==> config.mk <==
export PLATFORM = sky130hd
export DESIGN_NAME = keypad_scanner_flat
export DESIGN_NICKNAME = d
export VERILOG_FILES = /design/src/rtl/keypad_if.sv /design/src/rtl/keypad_scanner.sv /design/src/flat_wrapper.sv
export SDC_FILE = /design/constraint.sdc
export NUM_CORES = 1
export LEC_CHECK = 0
export CAP_MARGIN = 0
export CORE_UTILIZATION = 35
export CTS_BUF_LIST = sky130_fd_sc_hd__clkbuf_16
export DETAILED_ROUTE_END_ITERATION = 12
export DONT_BUFFER_PORTS = 1
export MAX_ROUTING_LAYER = met4
export PLACE_DENSITY = 0.52
export REMOVE_ABC_BUFFERS = 1
export SLEW_MARGIN = 10
export SYNTH_ARGS = -nofsm -noshare
export SYNTH_HDL_FRONTEND = slang
export SYNTH_SLANG_ARGS = --single-unit
==> constraint.sdc <==
create_clock -name clk -period 2.3 [get_ports clk]
set_clock_uncertainty 0.1 [all_clocks]
set_input_delay 0.46 -clock clk [delete_from_list [all_inputs] [get_ports clk]]
set_output_delay 0.46 -clock clk [all_outputs]
set_load 0.02 [all_outputs]
==> src/rtl/keypad_if.sv <==
// Keypad scanner pin and key-output bundle.
// The master side is the scanner itself; the slave side is the pins plus the display/shift consumer.
interface keypad_if;
  logic [3:0] inputrows;
  logic [3:0] cols;
  logic [3:0] key_code;
  logic       key_valid;
  logic       key_held;

  modport master (
    input  inputrows,
    output cols,
    output key_code,
    output key_valid,
    output key_held
  );

  modport slave (
    output inputrows,
    input  cols,
    input  key_code,
    input  key_valid,
    input  key_held
  );
endinterface

==> src/rtl/keypad_scanner.sv <==
// 4x4 matrix keypad scanner: column strobing, row synchronizer/debounce,
// and one key_valid pulse per accepted press (first key wins, no rollover).
module keypad_scanner #(
  parameter int unsigned SCAN_DIV        = 4,
  parameter int unsigned DEBOUNCE_CYCLES = 8
) (
  input  logic     clk,
  input  logic     reset,
  keypad_if.master kp
);

  localparam int unsigned DW = $clog2(SCAN_DIV) + 1;
  localparam int unsigned CW = $clog2(DEBOUNCE_CYCLES) + 1;
  localparam logic [DW-1:0] DWELL_LAST = DW'(SCAN_DIV - 1);
  localparam logic [CW-1:0] CNT_LAST   = CW'(DEBOUNCE_CYCLES - 1);
  localparam logic [CW-1:0] CNT_MAX    = '1;

  typedef enum logic [1:0] {
    ST_SCAN,
    ST_DEBOUNCE,
    ST_HELD,
    ST_RELEASE
  } state_e;

  state_e        state_q, state_d;
  logic [3:0]    rows_m_q, rows_s_q;
  logic [DW-1:0] dwell_q, dwell_d;
  logic [CW-1:0] cnt_q, cnt_d;
  logic [3:0]    cols_q, cols_d;
  logic [1:0]    cap_row_q, cap_row_d;
  logic [1:0]    cap_col_q, cap_col_d;
  logic [3:0]    key_code_q, key_code_d;
  logic          key_valid_q, key_valid_d;
  logic          key_held_q, key_held_d;

  logic          row_hit;
  logic [CW-1:0] cnt_inc;
  logic [3:0]    cols_next;

  function automatic logic [3:0] key_map(input logic [1:0] row, input logic [1:0] col);
    logic [3:0] code;
    case ({row, col})
      4'b00_00: code = 4'h1;
      4'b00_01: code = 4'h2;
      4'b00_10: code = 4'h3;
      4'b00_11: code = 4'hA;
      4'b01_00: code = 4'h4;
      4'b01_01: code = 4'h5;
      4'b01_10: code = 4'h6;
      4'b01_11: code = 4'hB;
      4'b10_00: code = 4'h7;
      4'b10_01: code = 4'h8;
      4'b10_10: code = 4'h9;
      4'b10_11: code = 4'hC;
      4'b11_00: code = 4'hE;
      4'b11_01: code = 4'h0;
      4'b11_10: code = 4'hF;
      default:  code = 4'hD;
    endcase
    return code;
  endfunction

  // Lowest set row wins when several rows are active together.
  function automatic logic [1:0] lowest_row(input logic [3:0] rows);
    logic [1:0] idx;
    if (rows[0])      idx = 2'd0;
    else if (rows[1]) idx = 2'd1;
    else if (rows[2]) idx = 2'd2;
    else              idx = 2'd3;
    return idx;
  endfunction

  function automatic logic [1:0] col_index(input logic [3:0] cols);
    logic [1:0] idx;
    if (cols[0])      idx = 2'd0;
    else if (cols[1]) idx = 2'd1;
    else if (cols[2]) idx = 2'd2;
    else              idx = 2'd3;
    return idx;
  endfunction

  assign row_hit   = rows_s_q[cap_row_q];
  assign cnt_inc   = (cnt_q == CNT_MAX) ? cnt_q : cnt_q + CW'(1);
  assign cols_next = {cols_q[2:0], cols_q[3]};

  // Next-state and output decode.
  always_comb begin
    state_d     = state_q;
    dwell_d     = dwell_q;
    cnt_d       = cnt_q;
    cols_d      = cols_q;
    cap_row_d   = cap_row_q;
    cap_col_d   = cap_col_q;
    key_code_d  = key_code_q;
    key_valid_d = 1'b0;
    key_held_d  = key_held_q;

    case (state_q)
      ST_SCAN: begin
        if (dwell_q == DWELL_LAST) begin
          dwell_d = '0;
          if (rows_s_q != 4'b0000) begin
            state_d   = ST_DEBOUNCE;
            cnt_d     = '0;
            cap_row_d = lowest_row(rows_s_q);
            cap_col_d = col_index(cols_q);
          end else begin
            cols_d = cols_next;
          end
        end else begin
          dwell_d = dwell_q + DW'(1);
        end
      end

      ST_DEBOUNCE: begin
        if (!row_hit) begin
          state_d = ST_SCAN;
          cols_d  = cols_next;
          dwell_d = '0;
          cnt_d   = '0;
        end else if (cnt_q == CNT_LAST) begin
          state_d     = ST_HELD;
          key_code_d  = key_map(cap_row_q, cap_col_q);
          key_valid_d = 1'b1;
          key_held_d  = 1'b1;
          cnt_d       = '0;
        end else begin
          cnt_d = cnt_inc;
        end
      end

      ST_HELD: begin
        if (!row_hit) begin
          state_d = ST_RELEASE;
          cnt_d   = '0;
        end
      end

      ST_RELEASE: begin
        if (row_hit) begin
          state_d = ST_HELD;
          cnt_d   = '0;
        end else if (cnt_q == CNT_LAST) begin
          state_d    = ST_SCAN;
          key_held_d = 1'b0;
          cols_d     = cols_next;
          dwell_d    = '0;
          cnt_d      = '0;
        end else begin
          cnt_d = cnt_inc;
        end
      end

      default: state_d = ST_SCAN;
    endcase
  end

  always_ff @(posedge clk) begin
    if (!reset) begin
      state_q     <= ST_SCAN;
      rows_m_q    <= '0;
      rows_s_q    <= '0;
      dwell_q     <= '0;
      cnt_q       <= '0;
      cols_q      <= 4'b0001;
      cap_row_q   <= '0;
      cap_col_q   <= '0;
      key_code_q  <= 4'h0;
      key_valid_q <= 1'b0;
      key_held_q  <= 1'b0;
    end else begin
      state_q     <= state_d;
      rows_m_q    <= kp.inputrows;
      rows_s_q    <= rows_m_q;
      dwell_q     <= dwell_d;
      cnt_q       <= cnt_d;
      cols_q      <= cols_d;
      cap_row_q   <= cap_row_d;
      cap_col_q   <= cap_col_d;
      key_code_q  <= key_code_d;
      key_valid_q <= key_valid_d;
      key_held_q  <= key_held_d;
    end
  end

  assign kp.cols      = cols_q;
  assign kp.key_code  = key_code_q;
  assign kp.key_valid = key_valid_q;
  assign kp.key_held  = key_held_q;

endmodule

==> src/flat_wrapper.sv <==
// flat-port wrapper written by rule: the top's interface ports become plain ports
module keypad_scanner_flat 
#(
  parameter int unsigned SCAN_DIV        = 4,
  parameter int unsigned DEBOUNCE_CYCLES = 8
)
  (clk, reset, kp_inputrows, kp_cols, kp_key_code, kp_key_valid, kp_key_held);
  keypad_if kp_i ();
  input  logic clk;
  input  logic reset;
  input wire logic [$bits(kp_i.inputrows)-1:0] kp_inputrows;
  output wire logic [$bits(kp_i.cols)-1:0] kp_cols;
  output wire logic [$bits(kp_i.key_code)-1:0] kp_key_code;
  output wire logic [$bits(kp_i.key_valid)-1:0] kp_key_valid;
  output wire logic [$bits(kp_i.key_held)-1:0] kp_key_held;
  assign kp_i.inputrows = kp_inputrows;
  assign kp_cols = kp_i.cols;
  assign kp_key_code = kp_i.key_code;
  assign kp_key_valid = kp_i.key_valid;
  assign kp_key_held = kp_i.key_held;
  keypad_scanner #(.SCAN_DIV(SCAN_DIV), .DEBOUNCE_CYCLES(DEBOUNCE_CYCLES)) u_core (.clk(clk), .reset(reset), .kp(kp_i));
endmodule
# [Word level (Yosys, flattened, before mapping)]
# Memories as Yosys holds them, arrays and structs flattened. A register that Yosys moved wholly into a read port is not among the register bits.
# Index checks and enable logic that the tools add are counted.
[op_classes] n_mux=41 reduce_logical=13 n_lt_le_gt_ge=1 n_eq_ne=17 add_sub_neg=2
[ops] op="2-to-1 mux 4 bit" count=12
[ops] op="2-to-1 mux 2 bit" count=11
[ops] op="case mux 4 bit (4 select lines)" count=1
[ops] op="2-to-1 mux 3 bit" count=4
[ops] op="case mux 4 bit (3 select lines)" count=1
[ops] op="AND reduction 3 bit" count=4
[ops] op="!= test 2 x 1 -> 1 bit (second input constant)" count=5
[ops] op="AND reduction 5 bit" count=2
[ops] op="case mux 3 bit (3 select lines)" count=1
[ops] op="2-to-1 mux 1 bit" count=8
[ops] op="!= test 2 bit (second input constant)" count=4
[ops] op="case mux 2 bit (4 select lines)" count=1
[ops] op="AND reduction 6 bit" count=1
[ops] op="adder 4 x 1 -> 4 bit (second input constant)" count=1
[ops] op="equality test 2 bit (second input constant)" count=2
[ops] op="equality test 4 x 3 -> 1 bit (second input constant)" count=1
[ops] op="equality test 4 bit (second input constant)" count=1
[ops] op="AND reduction 4 bit" count=1
[ops] op="nonzero test 4 bit" count=1
[ops] op="adder 3 x 1 -> 3 bit (second input constant)" count=1
[ops] op="equality test 3 x 2 -> 1 bit (second input constant)" count=1
[ops] op="less-than comparator 2 x 3 -> 1 bit (second input constant)" count=1
[ops] op="!= test 3 x 1 -> 1 bit (second input constant)" count=1
[ops] op="!= test 3 bit (second input constant)" count=1
[ops] op="other kinds (7)" count=7
[totals] output_inout_bits=10 reg_bits=27 inputBits=6 memories=1 wordCells=85 romBits=64
[mem_list] name="(name not given)" words=16 word_bits=4 rd=1 rd_clocked_by_memory_dff=1 write_ports=0 line="keypad_scanner.sv:42" rtl="case ({row, col})"

# [Logic depth before layout (Yosys ltp)]
[depth] ltp_word=5 mapped_depth=6 ltp_nobuf=6

# [Worst setup path before layout]
# OpenSTA, ideal clock, no wires.
[synth_timing] path_kind="reg2reg" from="register u_core.cap_row_q[0]" to="register u_core.cnt_q[0]" synth_period_minus_slack_ns=2.045 t_required_ns=2.120 path_buffers=2 path_stages_with_launch=7 setup_time_ns=0.080 arrival_ns=1.865 slack_ns=0.255 path_cell_list="dfxtp_1 > buf_6 > mux4_2 > buf_6 > o221a_4 > or3_1 > a211oi_2"
[synth_via] elab_chain_cells=4 elab_cells_between_ends=7 cone_classes="eq/ne (1); mux (5); reduce/logical (1)"
[synth_rtl] element="start: declaration" line="keypad_scanner.sv:30" rtl="logic [1:0] cap_row_q, cap_row_d;"
[synth_rtl] element="start signal: assignment" line="keypad_scanner.sv:178" rtl="cap_row_q <= cap_row_d;"
[synth_rtl] element="binary-select mux 1 bit (select 2 bit) *" line="keypad_scanner.sv:82" rtl="assign row_hit = rows_s_q[cap_row_q];"
[synth_rtl] element="2-to-1 mux 1 bit (not written as such) *" line="keypad_scanner.sv:82"
[synth_rtl] element="2-to-1 mux 4 bit, or another cell as far along" line="keypad_scanner.sv:140" rtl="if (row_hit) begin"
[synth_rtl] element="case mux 4 bit (4 select lines) / AND reduction 3 bit (equally long branches)"
[synth_rtl] element="end signal: assignment" line="keypad_scanner.sv:176" rtl="cnt_q <= cnt_d;"
[synth_rtl] element="end: declaration" line="keypad_scanner.sv:28" rtl="logic [CW-1:0] cnt_q, cnt_d;"
# Mark *: on every way between the ends. The rest lies on a longest branch, timed or not. The select of a mux whose other input is x is not followed.
# A chain may end at the register's enable or synchronous reset.

# [Worst setup path after layout]
[layout_timing] from="register u_core.dwell_q[0]" to="register u_core.cnt_q[0]"
[layout_via] elab_chain_cells=3
[layout_rtl] element="start: declaration" line="keypad_scanner.sv:27" rtl="logic [DW-1:0] dwell_q, dwell_d;"
[layout_rtl] element="start signal: assignment" line="keypad_scanner.sv:175" rtl="dwell_q <= dwell_d;"
[layout_rtl] element="equality test 3 x 2 -> 1 bit" line="keypad_scanner.sv:100" rtl="if (dwell_q == DWELL_LAST) begin"
[layout_rtl] element="!= test 2 x 1 -> 1 bit (no source line)"
[layout_rtl] element="AND reduction 3 bit (no source line)"
# Every way passes these cells.

==> impl_summary.txt <==
----------------------------------------------------
[STA]
  Number of failing setup endpoints in the final timing report ... 0
  Worst hold slack ... 0.1991 ns
  Measured slew at the worst slew-check pin ... 0.5771 ns
  Worst slew slack as a fraction of its limit ... 61.35%
  Part of the cycle the worst path needs ... 89.40%
  Final slew viol count ... 0
  Total negative setup slack ... 0 ns
  Final min period ... 2.056 ns
  Setup repair after global routing missed its margin ... false
  Peak clock frequency supported by timing ... 0.4863 GHz
  Final hold violation count ... 0
  Final worst setup slack ... 0.2437 ns

[Clock tree]
  Gates resized, CTS repair ... 0
  Clock latency of the later-clocked register in the worst-skew pair ... 0.28 ns
  Clock tree root driver cell ... clkbuf_16
  Count of H-tree levels built during CTS ... 2
  Maximum buffer depth of the clock tree ... 2
  TritonCTS clock tree ... built
  Number of sinks driven by the clock tree ... 31
  CTS Hold Bufs ... 0
  Total clock buffers created by CTS ... 5
  Clk pin slew, worst setup/hold paths ... 0.05 ns
  Number of buffers added for setup after CTS ... 0

[Worst setup path]
  Critical-path maximum fanout ... 4
  Family with the most delay on the worst path ... simple AND/OR/NAND/NOR gates
  Endpoint class of the critical path ... flip-flop
  Cell count of the worst reg-to-reg path ... 5
  Worst reg2reg endpoint ... u_core.cnt_q[0]
  Delay contributed by the slowest stage of the critical path ... 0.49 ns
  Reg-to-reg slack, setup ... 0.24 ns
  Endpoint arrival time on the critical path ... 2.15 ns
  Critical path data required time ... 2.39 ns
  Buffers plus inverters on the worst setup path ... 0
  Sort of element at the start of the critical path ... flip-flop
  Type of the worst setup path ... flip-flop to flip-flop
  Critical Path, Cell by Cell ... ha_1 -> or3b_2 -> o221a_4 -> or3_1 -> a211oi_2
  Worst reg2reg path startpoint ... u_core.dwell_q[0]
  Library cell contributing the largest single delay on the critical path ... or3b_2

[Layout]
  Number of nets in the final layout ... 165
  Post-route insts no fill ... 201
  Area delta synth->final ... 14.12%
  End-of-flow core utilization ... 43.38%
  Layout cell share with drive strength beyond 1 ... 10.46%
  Inserted Diodes ... 0
  Final Cell Area ... 0.001648 sq mm

[Power]
  Ratio of total power to cell area ... 860.9 mW/mm^2
  Total power of the final layout ... 1.419 mW
  Reported leakage power ... 0.6387 nW
  Worst vdd ir ... 0.3895 mV

[Die]
  Full die area ... 0.004386 sq mm
  Height of the die ... 66.23 um
  Core region area ... 0.003799 sq mm
  Floorplan die width ... 66.23 um
  Row cnt ... 22
  # IOs ... 16
  Initial core utilization ... 38.01%

[Logic synthesis]
  Async SR Flop Fraction ... 0%
  Syn. warnings ... 0
  Post-synth design cell area ... 0.001444 sq mm
  #FFs+latches synth ... 31
  Number of synthesized flops with an enable pin ... 0
  Most used flip-flop cell after synthesis ... dfxtp_1
  Number of standard cells after synthesis ... 150
  Sequential fraction of the synthesis area ... 42.98%
  Synth Area per Inst ... 9.626 sq um
  Yosys cell types ... 40
  Cell accounting for the most synthesized area ... dfxtp_1
  Ranking of synthesized cells by area ... dfxtp_1 (43%), ha_1 (6.1%), mux2i_1 (5.5%), and2_1 (3.9%), a21oi_1 (3.8%)
  Cell with the most instances after synthesis ... dfxtp_1
  Area share of the largest cell type after synthesis ... 42.98%
  Most instantiated cells after synthesis ... dfxtp_1 (31), nand2_1 (12), a21oi_1 (11)

[Outcome]
  Run status ... complete, no violations

[Detailed routing]
  Number of violations reported at the end of detailed-routing iteration 0 ... 20
  Residual DRC ... 0
  Detail Route Antenna Nets ... 0
  Wire length after detailed routing ... 2.656 mm
  Pre-antenna DRT Iters ... 4
  Vias per cell ... 5.299
  Routed wire per std cell ... 13.21 um
  Total via count after detailed routing ... 1065

[Placed design]
  Minimum setup slack after placement ... 0.2631 ns
  Final weighted congestion in routability-driven placement ... 0.7325
  DP HPWL ... 1.924 mm
  Port Buf Inserts ... 0
  Total placed instance area ... 0.001479 sq mm
  Inst Count DP ... 193

[Min path]
  Worst hold-check path type ... input port to flip-flop
  Hold path startpoint ... reset
  Min-Delay Path Depth ... 1
  End of the worst hold path ... u_core.rows_m_q[1]

[GRT]
  Via count of the first global-routing pass ... 978
  Wire length of the first global-routing pass ... 4.416 mm
  Grt ovf ... 0
  Number of antenna violations at the first check in global routing ... 0
  Largest net degree at the start of global routing ... 19
  Global routing usage summed across all routing layers ... 14.74%

[Job]
  MaxCap Viol Count ... 0

----------------------------------------------------
[cells by family (layout without fill, tap and decap cells)]
logic type	Yosys count	after routing	share of synthesized area (%)
AOI/OAI and AO/OA	34	34	16.29
xor gates and xnor gates	1	1	0.6067
adders and majority gates	7	7	6.066
buffers and inverters	16	19	5.372
DFF	31	31	42.98
muxes	10	10	8.926
and+or+nand+nor	51	51	19.76
[power breakdown]
| part | total (mW) | internal (mW) | switching (mW) |
|---|---|---|---|
| clock | 0.748 | 0.510 | 0.238 |
| combinational | 0.0878 | 0.0416 | 0.0462 |
| sequential | 0.583 | 0.560 | 0.0235 |
| total | 1.42 | 1.11 | 0.308 |
[flip-flops by register name, summed over array words and instances, names as in the netlist, 2 cells and up, named ones only]
| signal | flops |
|---|---|
| u_core.cap_col_q | 2 |
| u_core.cnt_q | 4 |
| u_core.kp.cols | 4 |
| u_core.dwell_q | 3 |
| u_core.kp.key_code | 4 |
| u_core.rows_m_q | 4 |
| u_core.rows_s_q | 4 |
| u_core.cap_row_q | 2 |
[layer usage]
metal  vias up  GRT usage, %  routed length, um
met5         -             -                  0
met4         0         7.979                 63
met3         6         7.414                149
met2        16         22.45               1270
met1       499         15.53               1173
li1        544             -                  -
[cells in the final DEF, fill, tap and decap left out, types with 3 or more instances in the layout]
cell,instances
nand2_1,12
dfxtp_1,31
nor4_1,3
nor2_1,9
inv_1,7
buf_4,3
o21ai_0,7
a21oi_1,11
clkbuf_16,5
mux2i_1,8
a211oi_1,4
ha_1,7
and2_1,9
or3_1,3
nand3b_1,3
[area by class of cell]
class	count	area, sq um
well taps	48	60.06
clock buffers	5	125.1
clock inverters	3	43.79
flip-flops and latches	31	620.6
fillers	388	2151
repair buffers	3	22.52
inverters	8	30.03
multi-input cells	103	745.7
[how the worst max path moves through the flow]
| stage | from | to | slack [ns] | cells after the start |
|---|---|---|---|---|
| 2_1_floorplan | u_core.cap_row_q[0] | u_core.cnt_q[0] | 0.22 | 4 |
| 3_3_place_gp | u_core.cap_row_q[0] | u_core.cnt_q[0] | 0.31 | 4 |
| 3_5_place_dp | u_core.dwell_q[0] | u_core.cnt_q[0] | 0.26 | 5 |
| 4_1_cts | u_core.dwell_q[0] | u_core.cnt_q[0] | 0.25 | 5 |
| 5_1_grt | u_core.dwell_q[0] | u_core.cnt_q[0] | 0.18 | 5 |
| 6_report | u_core.dwell_q[0] | u_core.cnt_q[0] | 0.24 | 5 |
No activity file was read; power rests on OpenSTA's default activity.
